`src/rtl/uart_pkg.sv`:
```
// Shared UART receive definitions: FSM state encoding, counter-width helpers and the majority voter.
package uart_pkg;

  typedef logic [2:0] rx_state_t;

  localparam rx_state_t IDLE   = 3'd0;
  localparam rx_state_t START  = 3'd1;
  localparam rx_state_t DATA   = 3'd2;
  localparam rx_state_t PARITY = 3'd3;
  localparam rx_state_t STOP   = 3'd4;
  localparam rx_state_t STOP2  = 3'd5;
  localparam rx_state_t BREAK  = 3'd6;

  function automatic int baud_cnt_w(input int clks_per_bit);
    return (clks_per_bit < 2) ? 1 : $clog2(clks_per_bit);
  endfunction

  function automatic int bit_cnt_w(input int data_bits);
    return $clog2(data_bits + 1);
  endfunction

  function automatic logic maj3(input logic [2:0] s);
    return (s[0] & s[1]) | (s[0] & s[2]) | (s[1] & s[2]);
  endfunction

endpackage

```
`src/rtl/uart_sync_fifo.sv`:
```
// Show-ahead synchronous FIFO; a push into a full FIFO is accepted only when a pop happens in the same cycle.
module uart_sync_fifo
  import uart_pkg::*;
#(
  parameter int WIDTH = 8,
  parameter int DEPTH = 16
) (
  input  logic                     clk,
  input  logic                     rst,
  input  logic                     push,
  input  logic [WIDTH-1:0]         push_data,
  input  logic                     pop,
  output logic [WIDTH-1:0]         pop_data,
  output logic                     full,
  output logic                     empty,
  output logic [$clog2(DEPTH):0]   count
);

  localparam int AW = $clog2(DEPTH);
  localparam logic [AW:0] FULL_CNT = DEPTH[AW:0];

  logic [WIDTH-1:0] mem [DEPTH];
  logic [AW-1:0]    wr_ptr;
  logic [AW-1:0]    rd_ptr;
  logic             do_push;
  logic             do_pop;

  assign full     = (count == FULL_CNT);
  assign empty    = (count == '0);
  assign do_pop   = pop && !empty;
  assign do_push  = push && (!full || do_pop);
  assign pop_data = empty ? '0 : mem[rd_ptr];

  always_ff @(posedge clk) begin
    if (rst) begin
      wr_ptr <= '0;
      rd_ptr <= '0;
      count  <= '0;
    end else begin
      if (do_push) wr_ptr <= wr_ptr + AW'(1);
      if (do_pop)  rd_ptr <= rd_ptr + AW'(1);
      count <= count + (AW+1)'(do_push) - (AW+1)'(do_pop);
    end
  end

  always_ff @(posedge clk) begin
    if (do_push) mem[wr_ptr] <= push_data;
  end

endmodule

```
`src/rtl/uart_rx_fifo.sv`:
```
// UART receiver with majority sampling, false-start rejection, sticky error flags and a receive FIFO.
// Optional parity checking is built when UART_RX_PARITY_EN is defined.
//
// state  | meaning
// IDLE   | line high, waiting for a falling edge
// START  | timing to mid start bit; high there means glitch
// DATA   | sampling payload bits LSB first
// PARITY | sampling the parity bit
// STOP   | sampling the first stop bit; good frame is pushed
// STOP2  | waiting out the unchecked second stop bit
// BREAK  | stop bit was low; wait for the line to return high
module uart_rx_fifo
  import uart_pkg::*;
#(
  parameter int CLKS_PER_BIT = 52,
  parameter int DATA_BITS    = 8,
  parameter int STOP_BITS    = 1,
  parameter int FIFO_DEPTH   = 16
`ifdef UART_RX_PARITY_EN
  , parameter bit PARITY_ODD = 1'b0
`endif
) (
  input  logic                          clk,
  input  logic                          rst,
  input  logic                          serial_in,
  output logic [DATA_BITS-1:0]          rx_data,
  output logic                          rx_valid,
  input  logic                          rx_ready,
  output logic [$clog2(FIFO_DEPTH):0]   fifo_count,
  output logic                          frame_err,
  output logic                          overrun,
`ifdef UART_RX_PARITY_EN
  output logic                          parity_err,
`endif
  input  logic                          err_clr
);

  localparam int BCW = baud_cnt_w(CLKS_PER_BIT);
  localparam int BTW = bit_cnt_w(DATA_BITS);
  localparam logic [BCW-1:0] BIT_LOAD  = BCW'(CLKS_PER_BIT - 1);
  localparam logic [BCW-1:0] HALF_LOAD = BCW'(CLKS_PER_BIT / 2);
  localparam logic [BTW-1:0] LAST_BIT  = BTW'(DATA_BITS - 1);

  logic [1:0]           sync_ff;
  logic [2:0]           hist;
  rx_state_t            state;
  logic [BCW-1:0]       baud_cnt;
  logic [BTW-1:0]       bit_cnt;
  logic [DATA_BITS-1:0] shreg;
  logic                 push_q;
  logic                 par_bad;
  logic                 tick;
  logic                 sampled;
  logic                 fifo_full;
  logic                 fifo_empty;
  logic                 frame_set;
  logic                 ovr_set;

  // hist[1] sits at the nominal sample point with one neighbour on each side
  assign tick    = (baud_cnt == '0);
  assign sampled = maj3(hist);

`ifdef UART_RX_PARITY_EN
  logic par_exp;
  logic par_set;
  assign par_exp = (^shreg) ^ PARITY_ODD;
  assign par_set = (state == PARITY) && tick && (sampled != par_exp);
`else
  assign par_bad = 1'b0;
`endif

  always_ff @(posedge clk) begin
    if (rst) begin
      sync_ff  <= 2'b11;
      hist     <= 3'b111;
      state    <= IDLE;
      baud_cnt <= '0;
      bit_cnt  <= '0;
      shreg    <= '0;
      push_q   <= 1'b0;
`ifdef UART_RX_PARITY_EN
      par_bad  <= 1'b0;
`endif
    end else begin
      sync_ff <= {sync_ff[0], serial_in};
      hist    <= {hist[1:0], sync_ff[1]};
      push_q  <= 1'b0;
      case (state)
        IDLE: begin
          bit_cnt <= '0;
          if (!hist[0]) begin
            state    <= START;
            baud_cnt <= HALF_LOAD;
          end
        end
        START: begin
          if (!tick) baud_cnt <= baud_cnt - BCW'(1);
          else if (sampled) state <= IDLE;
          else begin
            state    <= DATA;
            baud_cnt <= BIT_LOAD;
          end
        end
        DATA: begin
          if (!tick) baud_cnt <= baud_cnt - BCW'(1);
          else begin
            shreg    <= {sampled, shreg[DATA_BITS-1:1]};
            baud_cnt <= BIT_LOAD;
            bit_cnt  <= bit_cnt + BTW'(1);
`ifdef UART_RX_PARITY_EN
            if (bit_cnt == LAST_BIT) state <= PARITY;
`else
            if (bit_cnt == LAST_BIT) state <= STOP;
`endif
          end
        end
`ifdef UART_RX_PARITY_EN
        PARITY: begin
          if (!tick) baud_cnt <= baud_cnt - BCW'(1);
          else begin
            par_bad  <= (sampled != par_exp);
            baud_cnt <= BIT_LOAD;
            state    <= STOP;
          end
        end
`endif
        STOP: begin
          if (!tick) baud_cnt <= baud_cnt - BCW'(1);
          else if (sampled) begin
            push_q   <= !par_bad;
            baud_cnt <= BIT_LOAD;
            state    <= (STOP_BITS == 2) ? STOP2 : IDLE;
          end else begin
            state <= BREAK;
          end
        end
        STOP2: begin
          if (!tick) baud_cnt <= baud_cnt - BCW'(1);
          else state <= IDLE;
        end
        BREAK: begin
          if (hist[0]) state <= IDLE;
        end
        default: state <= IDLE;
      endcase
    end
  end

  uart_sync_fifo #(
    .WIDTH (DATA_BITS),
    .DEPTH (FIFO_DEPTH)
  ) u_fifo (
    .clk       (clk),
    .rst       (rst),
    .push      (push_q),
    .push_data (shreg),
    .pop       (rx_ready),
    .pop_data  (rx_data),
    .full      (fifo_full),
    .empty     (fifo_empty),
    .count     (fifo_count)
  );

  assign rx_valid  = !fifo_empty;
  assign frame_set = (state == STOP) && tick && !sampled;
  assign ovr_set   = push_q && fifo_full && !(rx_ready && rx_valid);

  // a flag being set in the same cycle as err_clr stays set
  always_ff @(posedge clk) begin
    if (rst) begin
      frame_err <= 1'b0;
      overrun   <= 1'b0;
    end else begin
      frame_err <= frame_set | (frame_err & ~err_clr);
      overrun   <= ovr_set | (overrun & ~err_clr);
    end
  end

`ifdef UART_RX_PARITY_EN
  always_ff @(posedge clk) begin
    if (rst) parity_err <= 1'b0;
    else     parity_err <= par_set | (parity_err & ~err_clr);
  end
`endif

endmodule

```
`config.mk`:
```
export PLATFORM = sky130hd
export DESIGN_NAME = uart_rx_fifo
export DESIGN_NICKNAME = d
export VERILOG_FILES = /design/src/rtl/uart_pkg.sv /design/src/rtl/uart_sync_fifo.sv /design/src/rtl/uart_rx_fifo.sv
export SDC_FILE = /design/constraint.sdc
export NUM_CORES = 1
export LEC_CHECK = 0
export CAP_MARGIN = 30
export CORE_MARGIN = 2
export CORE_UTILIZATION = 55
export CTS_BUF_LIST = sky130_fd_sc_hd__clkbuf_4 sky130_fd_sc_hd__clkbuf_8 sky130_fd_sc_hd__clkbuf_16
export CTS_CLUSTER_SIZE = 24
export DETAILED_ROUTE_END_ITERATION = 12
export PLACE_DENSITY = 0.75
export SLEW_MARGIN = 10
export SYNTH_ARGS = -nofsm -noshare
export SYNTH_HDL_FRONTEND = slang
export SYNTH_HIERARCHICAL = 1
export SYNTH_SLANG_ARGS = --single-unit
```
`constraint.sdc`:
```
create_clock -name clk -period 2.95 [get_ports clk]
set_input_delay 0.7375 -clock clk [delete_from_list [all_inputs] [get_ports clk]]
set_output_delay 0.7375 -clock clk [all_outputs]
set_load 0.03 [all_outputs]
```
-- Word-level counts from Yosys, hierarchy flattened
Memories as Yosys holds them, arrays and structs flattened. A register that Yosys moved wholly into a read port is not among the register bits.
Cells that the tools add are included.
- word-level logic and storage cells: 95
- memories kept: 1
- bits in writable memories: 128
- register bits: 42
- memory list (memory ; depth ; bits a word ; read ports ; clocked after memory_dff ; write ports ; line ; source):
    u_fifo.mem ; 16 ; 8 ; 1 ; 1 ; 1 ; uart_sync_fifo.sv:22 ; logic [WIDTH-1:0] mem [DEPTH];
- eq/ne operators: 17
- mux-type cells: 26
- add/sub/neg operators: 6
- bitwise gates (word level): 12
- reductions and logical operators: 21
- operators with widths (operator ; count):
    $mux W6 ; 7
    $pmux W6 S5 ; 1
    $mux W3 ; 8
    $pmux W3 S6 ; 1
    $ne A2 B2 Y1 const B ; 8
    $add A4 B1 Y4 const B ; 3
    $mux W4 ; 3
    $eq A3 B3 Y1 const B ; 3
    $mux W8 ; 1
    $pmux W4 S2 ; 1
    $reduce_and A7 Y1 ; 1
    $logic_and A1 B1 Y1 ; 6
    $logic_not A6 Y1 ; 1
    $ne A3 B3 Y1 const B ; 2
    $sub A6 B1 Y6 const B ; 1
    $add A5 B1 Y5 ; 1
    $and A1 B1 Y1 ; 5
    $eq A5 B5 Y1 const B ; 1
    $logic_not A5 Y1 ; 1
    $reduce_and A5 Y1 ; 1
    $reduce_bool A5 Y1 ; 1
    $sub A5 B1 Y5 ; 1
    $eq A4 B3 Y1 const B ; 1
    $logic_not A1 Y1 ; 4
    other kinds (11) ; 19

-- Longest topological paths before layout
- depth in word-level cells: 7
- depth in mapped cells: 13

-- By module
Netlist, hierarchy kept.
- by module, submodules not included (module ; times used ; area each (µm²) ; cells an instance ; seq. area each (µm²)):
    uart_sync_fifo ; 1 ; 5863.1 ; 312 ; 4184.0
    uart_rx_fifo ; 1 ; 1416.4 ; 176 ; 580.6

-- Worst setup path after synthesis
OpenSTA, ideal clock, no wires.
- path type: flip-flop to flip-flop
- from: register u_fifo.count[3]
- to: register u_fifo.count[4]
- setup slack: -0.120 ns
- stages on the path, launching flop included: 14
- arrival time: 3.000 ns
- path buffers: 1
- period minus slack after synthesis: 3.070 ns
- path through: dfxtp_1 > inv_1 > ha_1 > or4b_1 > and2_1 > clkbuf_1 > ha_1 > inv_1 > ha_1 > fa_1 > a21oi_1 > nor2_1 > or3_1 > a21oi_1
- cells in the longest elaborated chain, start to end: 7
- elaborated cells between the ends (all ways): 9
- classes of those cells: add/sub (2); eq/ne (1); reduce/logical (6)
- RTL lines (element ; line ; source):
    from (decl) ; uart_sync_fifo.sv:16 ; output logic [$clog2(DEPTH):0] count
    from (signal assigned) ; uart_sync_fifo.sv:42 ; count <= count + (AW+1)'(do_push) - (AW+1)'(do_pop);
    $logic_not A5 Y1 * ; uart_sync_fifo.sv:29 ; assign empty = (count == '0);
    $logic_not A1 Y1 * ; uart_sync_fifo.sv:30 ; assign do_pop = pop && !empty;
    $logic_and A1 B1 Y1 * ; uart_sync_fifo.sv:30 ;
    via u_fifo.do_pop ; uart_sync_fifo.sv:26 ; logic do_pop;
    $logic_or A1 B1 Y1 ; uart_sync_fifo.sv:31 ; assign do_push = push && (!full || do_pop);
    $logic_and A1 B1 Y1 ; uart_sync_fifo.sv:31 ;
    $add A5 B1 Y5 ; uart_sync_fifo.sv:42 ;
    $sub A5 B1 Y5 * ; uart_sync_fifo.sv:42 ;
Mark *: on every way through the listed nets, which the timed path passes. The rest lies on a longest branch.
A chain may end at the register's enable or synchronous reset.

==> summary.txt <==
Clock Latency Late Sink - 0.43 ns
Post-synth ARST share - 0%
vias - 4,170
via-per-instance ratio - 5.75
first-pass GRT wire length - 22.4 mm
DRT antenna net count - 0
Setup crit end kind - output pin
Crit Path Class - flip-flop to output pin
iteration-0 DRC count of the detailed router - 467
number of remaining DRC errors - 0
Post-synth top flop - edfxtp_1
critical path arrival - 2.24 ns
worst setup margin - -0.0246 ns
post-synth cell types - 57
Reg power frac - 42.6%
fill count - 943
Mapped Nets - 508
GR peak layer - met2
CP top delay family - multiplexers
Critical Path Most Common Cell - buf_6
CTS Root Cell - clkbuf_16
EDFF count, synth - 128
GR Util met2 - 36.0%
WL/cell - 19.5 µm
worst clock skew - 0.00652 ns
Tmin final - 2.97 ns
clock sinks - 174
Hold Vio Cnt, Final - 0
Clock Power Share - 32.0%
nets - 556
slowest stage delay, CP - 0.51 ns
GR Util met3 - 5.70%
Mapped Area - 7280 µm²
number of global-route vias before repair - 4,181
crit path max fanout - 6
Num CTS Buffers - 17
Combinational Power Share - 25.4%
fin. max-slew vios - 0
RSZ-0062 raised after global routing - yes
HP Class - flip-flop to flip-flop
Hold WS - 0.419 ns
sequential cell area - 4770 µm²
Lkg Pwr - 2.89 nW
largest net degree at the start of global routing - 25
dpl cells - 689
YS warnings - 6
Die Footprint - 14,200 µm²
CTS Hold Bufs - 0
CTS tree - yes
area of the multi-input gates - 2330 µm²
n_diodes - 0
First-pass DRT Iterations - 5
Period Utilization, post-route - 101%
Worst Path Required - 2.21 ns
Post-Syn Instances - 488
worst vdd ir - 0.000515 V
fin cells - 725
# Max-Cap Violations - 0
Power Density - 762 nW/µm²
Die H - 119 µm
worst slew pin tran - 0.807 ns
final setup fails - 2
total power - 0.00644 W
syn avg cell area - 14.9 µm²
fmax - 336 MHz
Net Sw Frac - 28.5%
Placer Congestion - 0.795
Initial Util - 55.6%
worst path buffer plus inverter count - 3
Area Growth Syn to Fin - 16.1%
layout cells sized above 1 - 25.0%
sequential share of the synthesized area - 65.5%
Worst-path clk slew - 0.06 ns
grt met1 use - 27.2%
Buffers on Ports - 20
Core Footprint - 13,100 µm²
Yosys reg bits - 174
total grt overflow - 0
Critical Path Start Type - flip-flop
NetSw - 0.00184 W
Die Wd - 119 µm
outcome - complete, but fails checks
CP Cell Sequence - buf_12, buf_6, mux4_2, mux2_4, o21ai_2, a21oi_2, buf_6
Boundary Pins - 21
cell internal pwr - 0.00460 W
row cnt - 42
H-Tree Depth - 4
final HPWL from detailed placement - 8.88 mm
violated checks - setup timing
initial antenna violation count - 0
CTS max path bufs - 2
slew margin rel. - 46.0%
TNS Setup - -0.0357 ns
GRT Util Overall - 21.4%
drt total wl - 14.1 mm
slowest cell on the critical path - mux4_2
==> power groups by stage <==
stage                     clock, W  sequential (W)  combinational, W
after global routing       0.00219         0.00275           0.00175
after CTS                  0.00210         0.00273           0.00150
after detailed placement         0         0.00278           0.00152
after floorplan                  0         0.00281           0.00103
final                      0.00206         0.00274           0.00164
after global placement           0         0.00277           0.00148
==> layout make-up <==
cell class | instances | area share, %
sequential | 174 | 56.4
multi-input combinational | 271 | 27.6
timing repair buffer | 55 | 6.13
clock buffer | 17 | 5.03
tap | 176 | 2.61
clock inverter | 15 | 1.47
inverter | 17 | 0.755
==> state kept, by name (all words and copies together), names as in the netlist, named ones only <==
| name | cells |
|---|---|
| push_q | 1 |
| bit_cnt | 4 |
| u_fifo/count | 5 |
| frame_err | 1 |
| shreg | 8 |
| overrun | 1 |
| baud_cnt | 6 |
| sync_ff | 2 |
| u_fifo/rd_ptr | 4 |
| u_fifo/wr_ptr | 4 |
| state | 3 |
| hist | 3 |
| u_fifo/mem | 128 |
==> layout by cell type (no fill, tap or decap), types with 3 or more instances in the layout <==
cell	instances
o21ai_1	6
o21ai_0	4
clkinv_2	4
nand2b_1	7
clkbuf_16	18
clkinvlp_4	3
mux4_1	5
edfxtp_1	128
nand2_1	36
a21oi_2	6
xnor2_1	4
nor2_1	33
buf_12	3
mux2_4	3
nand3_1	7
nor3_1	13
o21a_1	4
or2_2	5
xor2_1	8
o21ai_2	4
inv_1	16
buf_4	30
clkdlybuf4s50_1	11
nor4_1	3
buf_6	6
clkinv_4	4
mux2_2	5
a211oi_1	3
nor2b_1	4
ha_1	13
mux4_2	27
mux2i_1	10
dfxtp_1	43
a21oi_1	27
==> routing by layer <==
metal	vias up	part of all wire [%]
li1	1950	-
met1	2086	42
met2	113	51
met3	21	5.4
met4	0	1.3
met5	-	0
==> path summary, 6_finish.rpt <==
kind | endpoint | cells past startpoint | startpoint | slack [ns]
hold reg to reg | hist[0] | 1 | sync_ff[1] | 0.42
setup reg to reg | u_fifo/count[4] | 12 | u_fifo/count[2] | 0.10
hold / removal | hist[0] | 1 | sync_ff[1] | 0.42
setup / recovery | rx_data[4] | 7 | flip-flop | -0.02
==> per-stage QoR <==
stage / setup WS (ns) / util [%] / instance area [µm²]
floorplan: 0.00231 / - / 7280
global route: -0.0730 / 64.6 / 8450
global placement: -0.115 / 59.8 / 7820
detailed placement: -0.187 / 59.8 / 7820
finish: -0.0246 / 64.6 / 8450
CTS: -0.0647 / 63.9 / 8360
==> what timing repair did <==
item	CTS	global route
buffers inserted	3	0
setup endpoints to repair	9	10
pin swaps	0	2
cloned	0	1
hold endpoints to repair	0	0
gates resized for setup	51	38
==> kinds of logic after synthesis <==
| logic type | share of synthesized area [%] |
|---|---|
| xor gates and xnor gates | 1.44 |
| buffers and inverters | 2.96 |
| adders and majority gates | 2.84 |
| and+or+nand+nor | 8.53 |
| DFF | 65.5 |
| muxes | 13.2 |
| AOI/OAI and AO/OA | 5.60 |
==> cells in the mapped netlist, drive strengths merged, types with 5 or more instances <==
| cell | n | area share (%) |
|---|---|---|
| nor3 | 14 | 1.0 |
| nand3 | 7 | 0.48 |
| o21ai | 14 | 0.96 |
| ha | 14 | 2.4 |
| or2 | 5 | 0.43 |
| inv | 17 | 0.88 |
| mux2 | 8 | 1.2 |
| buf | 16 | 1.6 |
| nand2 | 36 | 1.9 |
| nor2 | 34 | 1.9 |
| a21oi | 33 | 2.3 |
| xor2 | 8 | 0.96 |
| mux4 | 32 | 11 |
| dfxtp | 46 | 13 |
| nand2b | 7 | 0.60 |
| clkbuf | 10 | 0.52 |
| edfxtp | 128 | 53 |
| mux2i | 10 | 1.4 |
Note: power is estimated with default switching activity, not from simulation.
